--- src/rtl/fft_pkg.sv ---
// Shared definitions for the FFT datapath.
//   - N_POINTS / LOG2_N : transform length and its log2
//   - DATA_WIDTH        : sample width (1 sign + 4 int + 5 frac, two's complement)
//   - cplx_t            : complex word packed as {im, re}
//   - bitrev()          : reverse the low nbits of an index
// The bit-reversal helper is shared by the input reorder stage, later stages
// and the bench reference model.
package fft_pkg;

    localparam int N_POINTS   = 8;
    localparam int LOG2_N     = 3;
    localparam int DATA_WIDTH = 10;
    localparam int CPLX_WIDTH = 2 * DATA_WIDTH;
    localparam int PAIR_W     = LOG2_N - 1;   // width of a pair index k

    typedef struct packed {
        logic [DATA_WIDTH-1:0] im;
        logic [DATA_WIDTH-1:0] re;
    } cplx_t;

    // Reverse the low nbits bits of idx; bits above nbits are ignored.
    function automatic int bitrev(input int idx, input int nbits);
        int r;
        r = 0;
        for (int b = 0; b < 32; b++) begin
            if (b < nbits) begin
                r = (r << 1) | ((idx >> b) & 1);
            end
        end
        return r;
    endfunction

endpackage

--- src/rtl/fft_frame_ram.sv ---
// Two-bank frame store for the FFT input reorder stage.
//   i_clk              : clock, rising edge
//   i_wr_en            : write strobe
//   i_wr_bank          : bank written
//   i_wr_addr          : word address inside the bank (already bit-reversed)
//   i_wr_data          : complex word {im, re}
//   i_rd_bank          : bank read
//   i_rd_pair          : pair index k; reads addresses 2k and 2k+1
//   o_rd_even/o_rd_odd : combinational read data at 2k / 2k+1
// Storage has no reset: contents are only meaningful once a full frame has
// been written, and the full flags in the top level track that.
module fft_frame_ram
    import fft_pkg::*;
(
    input  logic              i_clk,
    input  logic              i_wr_en,
    input  logic              i_wr_bank,
    input  logic [LOG2_N-1:0] i_wr_addr,
    input  cplx_t             i_wr_data,
    input  logic              i_rd_bank,
    input  logic [PAIR_W-1:0] i_rd_pair,
    output cplx_t             o_rd_even,
    output cplx_t             o_rd_odd
);

    cplx_t r_mem [2][N_POINTS];

    logic [LOG2_N-1:0] w_addr_even;
    logic [LOG2_N-1:0] w_addr_odd;

    assign w_addr_even = {i_rd_pair, 1'b0};
    assign w_addr_odd  = {i_rd_pair, 1'b1};

    always_ff @(posedge i_clk) begin
        if (i_wr_en) begin
            r_mem[i_wr_bank][i_wr_addr] <= i_wr_data;
        end
    end

    assign o_rd_even = r_mem[i_rd_bank][w_addr_even];
    assign o_rd_odd  = r_mem[i_rd_bank][w_addr_odd];

endmodule

--- src/rtl/fft_input_reorder.sv ---
// FFT input reorder stage.
// Accepts one complex sample per cycle in natural order, stores each frame at
// bit-reversed addresses in a ping-pong buffer, and emits first-stage
// butterfly operand pairs (x[br(2k)], x[br(2k+1)]) for k = 0..N/2-1.
// Ports:
//   clk, rst                  : clock (rising edge), async active-low reset
//   in_valid/in_ready         : sample handshake
//   in_real/in_imag           : input sample
//   out_valid/out_ready       : operand pair handshake
//   out1_*/out2_*             : operands a / b for the butterfly
//   out_idx                   : pair index k
//   out_last                  : high on the final pair of a frame
// Handshake: a transfer happens on a rising edge where valid and ready are
// both high. The sender holds its data stable while valid is high and ready
// is low; ready never depends on valid.
module fft_input_reorder
    import fft_pkg::*;
(
    input  logic                  clk,
    input  logic                  rst,
    input  logic                  in_valid,
    output logic                  in_ready,
    input  logic [DATA_WIDTH-1:0] in_real,
    input  logic [DATA_WIDTH-1:0] in_imag,
    output logic                  out_valid,
    input  logic                  out_ready,
    output logic [DATA_WIDTH-1:0] out1_real,
    output logic [DATA_WIDTH-1:0] out1_imag,
    output logic [DATA_WIDTH-1:0] out2_real,
    output logic [DATA_WIDTH-1:0] out2_imag,
    output logic [PAIR_W-1:0]     out_idx,
    output logic                  out_last
);

    // Write side state
    logic [LOG2_N-1:0] r_wr_cnt;
    logic              r_wr_bank;
    // Read side state
    logic [PAIR_W-1:0] r_rd_pair;
    logic              r_rd_bank;
    // One flag per bank: set when a frame completes, cleared when its last pair is loaded
    logic [1:0]        r_full;
    logic [1:0]        w_full_nxt;

    // Output register
    logic              r_out_valid;
    cplx_t             r_out1;
    cplx_t             r_out2;
    logic [PAIR_W-1:0] r_out_idx;
    logic              r_out_last;

    logic              w_in_ready;
    logic              w_wr_fire;
    logic              w_wr_last;
    logic [LOG2_N-1:0] w_wr_addr;
    cplx_t             w_wr_data;
    logic              w_load;
    logic              w_rd_last;
    cplx_t             w_rd_even;
    cplx_t             w_rd_odd;

    // rst is folded in so in_ready reads 0 throughout reset and rises
    // combinationally on release.
    assign w_in_ready = rst & ~r_full[r_wr_bank];
    assign w_wr_fire  = in_valid & w_in_ready;
    assign w_wr_last  = w_wr_fire & (r_wr_cnt == LOG2_N'(N_POINTS - 1));
    assign w_wr_addr  = LOG2_N'(bitrev(int'(r_wr_cnt), LOG2_N));
    assign w_wr_data  = '{im: in_imag, re: in_real};

    assign w_load     = r_full[r_rd_bank] & (~r_out_valid | out_ready);
    assign w_rd_last  = w_load & (r_rd_pair == PAIR_W'(N_POINTS / 2 - 1));

    // Frame completion and bank release always touch different bits: the
    // writer only ever fills an empty bank, the reader only frees a full one.
    always_comb begin
        w_full_nxt = r_full;
        if (w_wr_last) begin
            w_full_nxt[r_wr_bank] = 1'b1;
        end
        if (w_rd_last) begin
            w_full_nxt[r_rd_bank] = 1'b0;
        end
    end

    fft_frame_ram u_ram (
        .i_clk     (clk),
        .i_wr_en   (w_wr_fire),
        .i_wr_bank (r_wr_bank),
        .i_wr_addr (w_wr_addr),
        .i_wr_data (w_wr_data),
        .i_rd_bank (r_rd_bank),
        .i_rd_pair (r_rd_pair),
        .o_rd_even (w_rd_even),
        .o_rd_odd  (w_rd_odd)
    );

    always_ff @(posedge clk or negedge rst) begin
        if (!rst) begin
            r_wr_cnt  <= '0;
            r_wr_bank <= 1'b0;
            r_rd_pair <= '0;
            r_rd_bank <= 1'b0;
            r_full    <= 2'b00;
        end else begin
            r_full <= w_full_nxt;
            if (w_wr_fire) begin
                r_wr_cnt <= r_wr_cnt + 1'b1;   // wraps to 0 after N-1
                if (w_wr_last) begin
                    r_wr_bank <= ~r_wr_bank;
                end
            end
            if (w_load) begin
                r_rd_pair <= r_rd_pair + 1'b1; // wraps to 0 after N/2-1
                if (w_rd_last) begin
                    r_rd_bank <= ~r_rd_bank;
                end
            end
        end
    end

    // The bank is freed when its last pair is copied here, so the writer may
    // refill it while that pair still waits in the output register.
    always_ff @(posedge clk or negedge rst) begin
        if (!rst) begin
            r_out_valid <= 1'b0;
            r_out1      <= '0;
            r_out2      <= '0;
            r_out_idx   <= '0;
            r_out_last  <= 1'b0;
        end else if (w_load) begin
            r_out_valid <= 1'b1;
            r_out1      <= w_rd_even;
            r_out2      <= w_rd_odd;
            r_out_idx   <= r_rd_pair;
            r_out_last  <= w_rd_last;
        end else if (r_out_valid && out_ready) begin
            r_out_valid <= 1'b0;
        end
    end

    assign in_ready  = w_in_ready;
    assign out_valid = r_out_valid;
    assign out1_real = r_out1.re;
    assign out1_imag = r_out1.im;
    assign out2_real = r_out2.re;
    assign out2_imag = r_out2.im;
    assign out_idx   = r_out_idx;
    assign out_last  = r_out_last;

endmodule
--- config.mk ---
export PLATFORM = sky130hd
export DESIGN_NAME = fft_input_reorder
export DESIGN_NICKNAME = d
export VERILOG_FILES = /design/src/rtl/fft_pkg.sv /design/src/rtl/fft_frame_ram.sv /design/src/rtl/fft_input_reorder.sv
export SDC_FILE = /design/constraint.sdc
export NUM_CORES = 1
export LEC_CHECK = 0
export ABC_AREA = 1
export CAP_MARGIN = 20
export CELL_PAD_IN_SITES_DETAIL_PLACEMENT = 0
export CELL_PAD_IN_SITES_GLOBAL_PLACEMENT = 2
export CORE_ASPECT_RATIO = 0.6
export CORE_MARGIN = 3
export CORE_UTILIZATION = 43
export CTS_BUF_LIST = sky130_fd_sc_hd__clkbuf_8
export DETAILED_ROUTE_END_ITERATION = 10
export PLACE_DENSITY_LB_ADDON = 0.2
export SLEW_MARGIN = 20
export SYNTH_ARGS = -nofsm -noshare
export SYNTH_HDL_FRONTEND = slang
export SYNTH_SLANG_ARGS = --single-unit
--- constraint.sdc ---
create_clock -name clk -period 3.6 [get_ports clk]
set_input_delay 0.72 -clock clk [delete_from_list [all_inputs] [get_ports clk]]
set_output_delay 0.72 -clock clk [all_outputs]
set_load 0.01 [all_outputs]
==> flow_summary.toml, run 1 <==
[status]
outcome = "completed"

[floorplanning]
core.rowCount = 52
die_area_um2 = 37200
core_um2 = 34000
io_pins = 69
die_y_um = 151
start_util_pct = 44.1
die_w_um = 247

[worst_setup_path]
startpoint = "r_full[0]"
rr_startpoint = "r_rd_bank"
critPathLaunchType = "register"
slowest_delay_ns = 0.62
end_kind = "output pin"
r2r_end = "out1_imag[8]"
path_class = "register to output pin"
critical_path.top_delay_family = "buffers and inverters"
critPathArrivalTime_ns = 1.93
worst_path_max_delay_cell = "clkdlybuf4s50_1"
rrSetupSlack_ns = 1.38
crit_cells = 4
path_cells = "inv_2 -> nor2_1 -> nor2_2 -> clkdlybuf4s50_1"
reg2reg_depth = 6
required_ns = 2.88
cp_num_buf_inv = 2
cp_max_fo = 4
critPathCapture = "in_ready"

[clock_network]
cts_tree = "built"
hold_buffers = 0
clockBufferDepth = 3
root_buffer = "clkbuf_8"
cts_resized = 0
clkTransAtPathRegs_ns = 0.07
htreeDepth = 2
cts.sinks = 373
clk_latency_ns = 0.61
cts_setup_buffers = 0
numCtsBuffers = 55

[timing]
maxSlewHeadroom_pct = 25.9
hold_viol = 0
min_period_over_period_pct = 73.6
slew_viol_final = 0
clock-skew-final_ns = 0.0181
tightest_slew_ns = 1.11
setup-tns-final_ns = 0
finalSetupViolCount = 0
period_needed_ns = 2.65
rsz0062_at_grt = "false"
max_freq_mhz = 378

[global_routing]
grt_overflow = 0
grt_max_degree = 180
grt_first_pass_wirelength_um = 57400
grt_pass1_vias = 9247
gr-usage-all-layers_pct = 20.8
antenna_found_initial = 0

[placement]
place_congestion = 0.739
dp_hpwl_um = 20800
io_buffer_count = 68

[power]
power.total_w = 0.0129
p_leak_nw = 6.68
vdd_drop_max_mv = 0.552
p_per_area_nw_per_um2 = 749

[synth]
ys_types = 24
yosysSeqAreaShare_pct = 72.9
ys_warn_count = 0
synthesis.area_um2 = 15000
syn_avg_cell_area_um2 = 11.4
synth-seq-cells = 373
synthesis.nets = 1350
postSynthCellCount = 1319

[cells_and_area]
post_route_cells_drive_above_1_share_pct = 8.81
area_growth_pct = 14.5
mostFrequentLayoutCells = "413 x nand2_1, 320 x edfxtp_1, 205 x nor2_1"
mostFrequentLayoutCell = "nand2_1"
nNetsFinal = 1437
insertedDiodeCount = 0

[detailed_routing]
wl_per_cell_um = 19.6
vias = 9411
wl_um = 37400
drc = 0
ant_nets = 0
dr.pass1.iters = 5
drtIter0Drc = 787
vias_per_cell = 4.92

[job]
timing.max_cap.violations = 0

[hold_path]
min_path_type = "primary input to async pin"
worst min-delay path by stage:
stage	start	end	slack [ns]	depth (start not counted)
after detailed placement	out_last	out_last	0.47	2
after global routing	rst	out1_imag[5]	0.38	2
after CTS	rst	r_full[0]	0.33	2
final	rst	r_full[0]	0.33	2
after global placement	out_last	out_last	0.46	2
after floorplan	rst	out1_imag[0]	0.42	0
layout make-up:
class,instances,area (um^2)
Sequential cell,373,10900
Fill cell,3078,16900
Timing Repair Buffer,97,956
Inverter,55,208
Tap cell,459,574
Clock inverter,44,189
Clock buffer,60,826
Multi-Input combinational cell,824,3480
report_power, final:
group / switching (W) / internal, W
clock network: 0.00165 / 0.00154
registers: 0.000291 / 0.00513
logic: 0.00279 / 0.00145
total: 0.00473 / 0.00812
per-stage QoR:
step | hold WS (ns) | worst slack, ns | utilization [%] | std cells | instance area [um^2]
floorplan | 0.424 | 0.664 | - | 1319 | 15000
global placement | 0.459 | 0.976 | 47.5 | 1808 | 16200
detailed placement | 0.469 | 0.946 | 47.5 | 1808 | 16200
CTS | 0.326 | 0.896 | 50.5 | 1912 | 17200
global route | 0.381 | 0.832 | 50.5 | 1912 | 17200
finish | 0.335 | 0.951 | 50.5 | 1912 | 17200
per-layer routing:
metal / global-route usage (%) / routed length, um / up-vias / share of wire [%]
li1: - / - / 4577 / -
met1: 32.8 / 19400 / 4565 / 52
met2: 30.1 / 15600 / 227 / 42
met3: 3.63 / 1890 / 42 / 5.1
met4: 4.40 / 485 / 0 / 1.3
met5: 0 / 0 / - / 0
sequential cells by signal (all words and copies together) (netlist names), 2 cells and up:
signal,count
r_rd_pair,2
out1_real,10
out1_imag,10
r_full,2
u_ram.r_mem,320
r_wr_cnt,3
out_idx,2
out2_imag,10
out2_real,10
cells in the mapped netlist, drive strengths merged:
| library cell | number | area share, % |
|---|---|---|
| nand2 | 416 | 10 |
| edfxtp | 320 | 64 |
| nor2 | 220 | 5.6 |
| o21ai | 125 | 4.2 |
| buf | 62 | 2.7 |
| inv | 55 | 1.4 |
| dfrtp | 53 | 8.8 |
| nand3 | 47 | 1.6 |
| ha | 7 | 0.58 |
| clkbuf | 5 | 0.13 |
| xor2 | 3 | 0.18 |
| a21oi | 2 | 0.067 |
| nand4 | 2 | 0.083 |
| nor3 | 2 | 0.067 |
kinds of logic after synthesis:
family | share of synthesized area [%]
AND/OR/NAND/NOR | 17.8
flip-flops | 72.9
AO/OA/AOI/OAI | 4.31
buffers and inverters | 4.16
adder cells (fa/ha/maj) | 0.584
XOR/XNOR | 0.175
worst reg2reg max path, stage by stage (launching register included):
cell	delay (ns)
dfrtp_4	0.64
clkinv_2	0.47
buf_12	0.34
o21ai_0	0.38
nand2_1	0.12
nand2_1	0.09
nand3_1	0.07
Note: power is estimated with default switching activity, not from simulation.
==> run 2: changes to the inputs <==
- CORE_UTILIZATION: 43 -> 38
- clock period: 3.6 -> 2.2 ns (I/O delays scaled with it)
==> flow_summary.toml, run 2 (same netlist as run 1, synthesis figures left out) <==
[cells_and_area]
area_growth_pct = 18.9
fillers = 3551
mostFrequentLayoutCells = "413 x nand2_1, 320 x edfxtp_1, 205 x nor2_1"
post_route_cells_drive_above_1_share_pct = 11.1
insertedDiodeCount = 0
fin_cells = 1997
nNetsFinal = 1466
largest_register = "u_ram.r_mem"
largest_reg_flops = 320
fin_util_pct = 46.5
mostFrequentLayoutCell = "nand2_1"

[worst_setup_path]
required_ns = 1.76
critPathLaunchType = "register"
critPathArrivalTime_ns = 1.65
cp_max_fo = 2
path_cells = "clkdlybuf4s50_1"
slowest_delay_ns = 0.67
cp_num_buf_inv = 1
end_kind = "output pin"
path_class = "register to output pin"
worst_path_max_delay_cell = "clkdlybuf4s50_1"
critical_path.top_delay_family = "buffers and inverters"

[detailed_routing]
wl_per_cell_um = 19.4
dr.pass1.iters = 5
vias_per_cell = 4.75
wl_um = 38700
drtIter0Drc = 595
drc = 0
ant_nets = 0
vias = 9493

[status]
outcome = "completed"

[hold_path]
min_path_type = "primary input to async pin"

[power]
vdd_drop_max_mv = 0.683
p_leak_nw = 6.94
p_seq_share_pct = 40.1
pwr-share-comb_pct = 33.5
switching_power_w = 0.00790
clkPwrFrac_pct = 26.4
switching_share_pct = 35.9
p_per_area_nw_per_um2 = 1230
p_int_w = 0.0141

[floorplanning]
die_area_um2 = 42000
start_util_pct = 39.1
io_pins = 69
core_um2 = 38300
die_y_um = 160
core.rowCount = 55
die_w_um = 262

[timing]
tightest_slew_ns = 0.862
max_freq_mhz = 478
maxSlewHeadroom_pct = 42.6
min_period_over_period_pct = 95.1
period_needed_ns = 2.09
slew_viol_final = 0
clock-skew-final_ns = 0.0299
finalSetupViolCount = 0
whs_ns = 0.0618
hold_viol = 0
setup-tns-final_ns = 0
rsz0062_at_grt = "false"

[global_routing]
grt_overflow = 0
grt_first_pass_wirelength_um = 59200
grt_max_degree = 104
antenna_found_initial = 1
grt_pass1_vias = 9283
gr-usage-all-layers_pct = 18.5

[clock_network]
numCtsBuffers = 57
cts_resized = 1
root_buffer = "clkbuf_8"
clkTransAtPathRegs_ns = 0.07
cts_setup_buffers = 0
clockBufferDepth = 3
htreeDepth = 2
cts_tree = "built"
hold_buffers = 0
cts.sinks = 373
clk_latency_ns = 0.62

[placement]
placedCellCount = 1889
place_congestion = 0.752
dp_hpwl_um = 23100
io_buffer_count = 68

[job]
timing.max_cap.violations = 0
## run 2: power groups by stage
stage	combinational [W]	sequential (W)	clock, W
detailed placement	0.00750	0.00896	0
global route	0.00829	0.00889	0.00632
finish	0.00736	0.00881	0.00580
floorplan	0.00451	0.00898	0
global placement	0.00751	0.00896	0
CTS	0.00750	0.00883	0.00600
## run 2: layout make-up
| type | instances | area [um^2] | area share, % |
|---|---|---|---|
| inverters | 55 | 208 | 1.17 |
| flip-flops and latches | 373 | 10900 | 61.4 |
| well taps | 513 | 642 | 3.60 |
| repair buffers | 124 | 1400 | 7.83 |
| clock buffers | 69 | 950 | 5.33 |
| clock inverters | 39 | 213 | 1.19 |
| multi-input cells | 824 | 3480 | 19.5 |
## run 2: stage by stage
step           cell area (um^2)  total power, W  setup WS, ns
2_1_floorplan             15000          0.0135        -0.466
3_3_place_gp              16700          0.0165         0.126
3_5_place_dp              16700          0.0165         0.125
4_1_cts                   17800          0.0223        0.0641
5_1_grt                   17800          0.0235        0.0348
6_report                  17800          0.0220         0.107
## run 2: path summary, 6_finish.rpt
| check | startpoint | cells past startpoint | to | slack (ns) |
|---|---|---|---|---|
| max reg2reg | r_full[0] | 8 | u_ram.r_mem[0][148] | 0.34 |
| max in group asynchronous | rst | 2 | r_rd_bank | 1.51 |
| min | rst | 2 | out1_imag[3] | 0.06 |
| min in group clk | rst | 5 | r_full[1] | 0.29 |
| min reg2reg | out_last | 2 | out_last | 0.47 |
| max | out1_imag[0] | 1 | out1_imag[0] | 0.11 |
## run 2: layer usage
layer | global-route usage (%) | up-vias | routed length (um)
met5 | 0 | - | 0
met4 | 3.22 | 0 | 470
met3 | 3.40 | 45 | 1800
met2 | 26.6 | 200 | 16100
met1 | 29.4 | 4612 | 20400
li1 | - | 4636 | -
==> run 3: changes to the inputs <==
- CTS_CLUSTER_DIAMETER: default -> 120
==> results of run 3 <==
The final DEF is identical to that of run 2; final timing and power are the same.
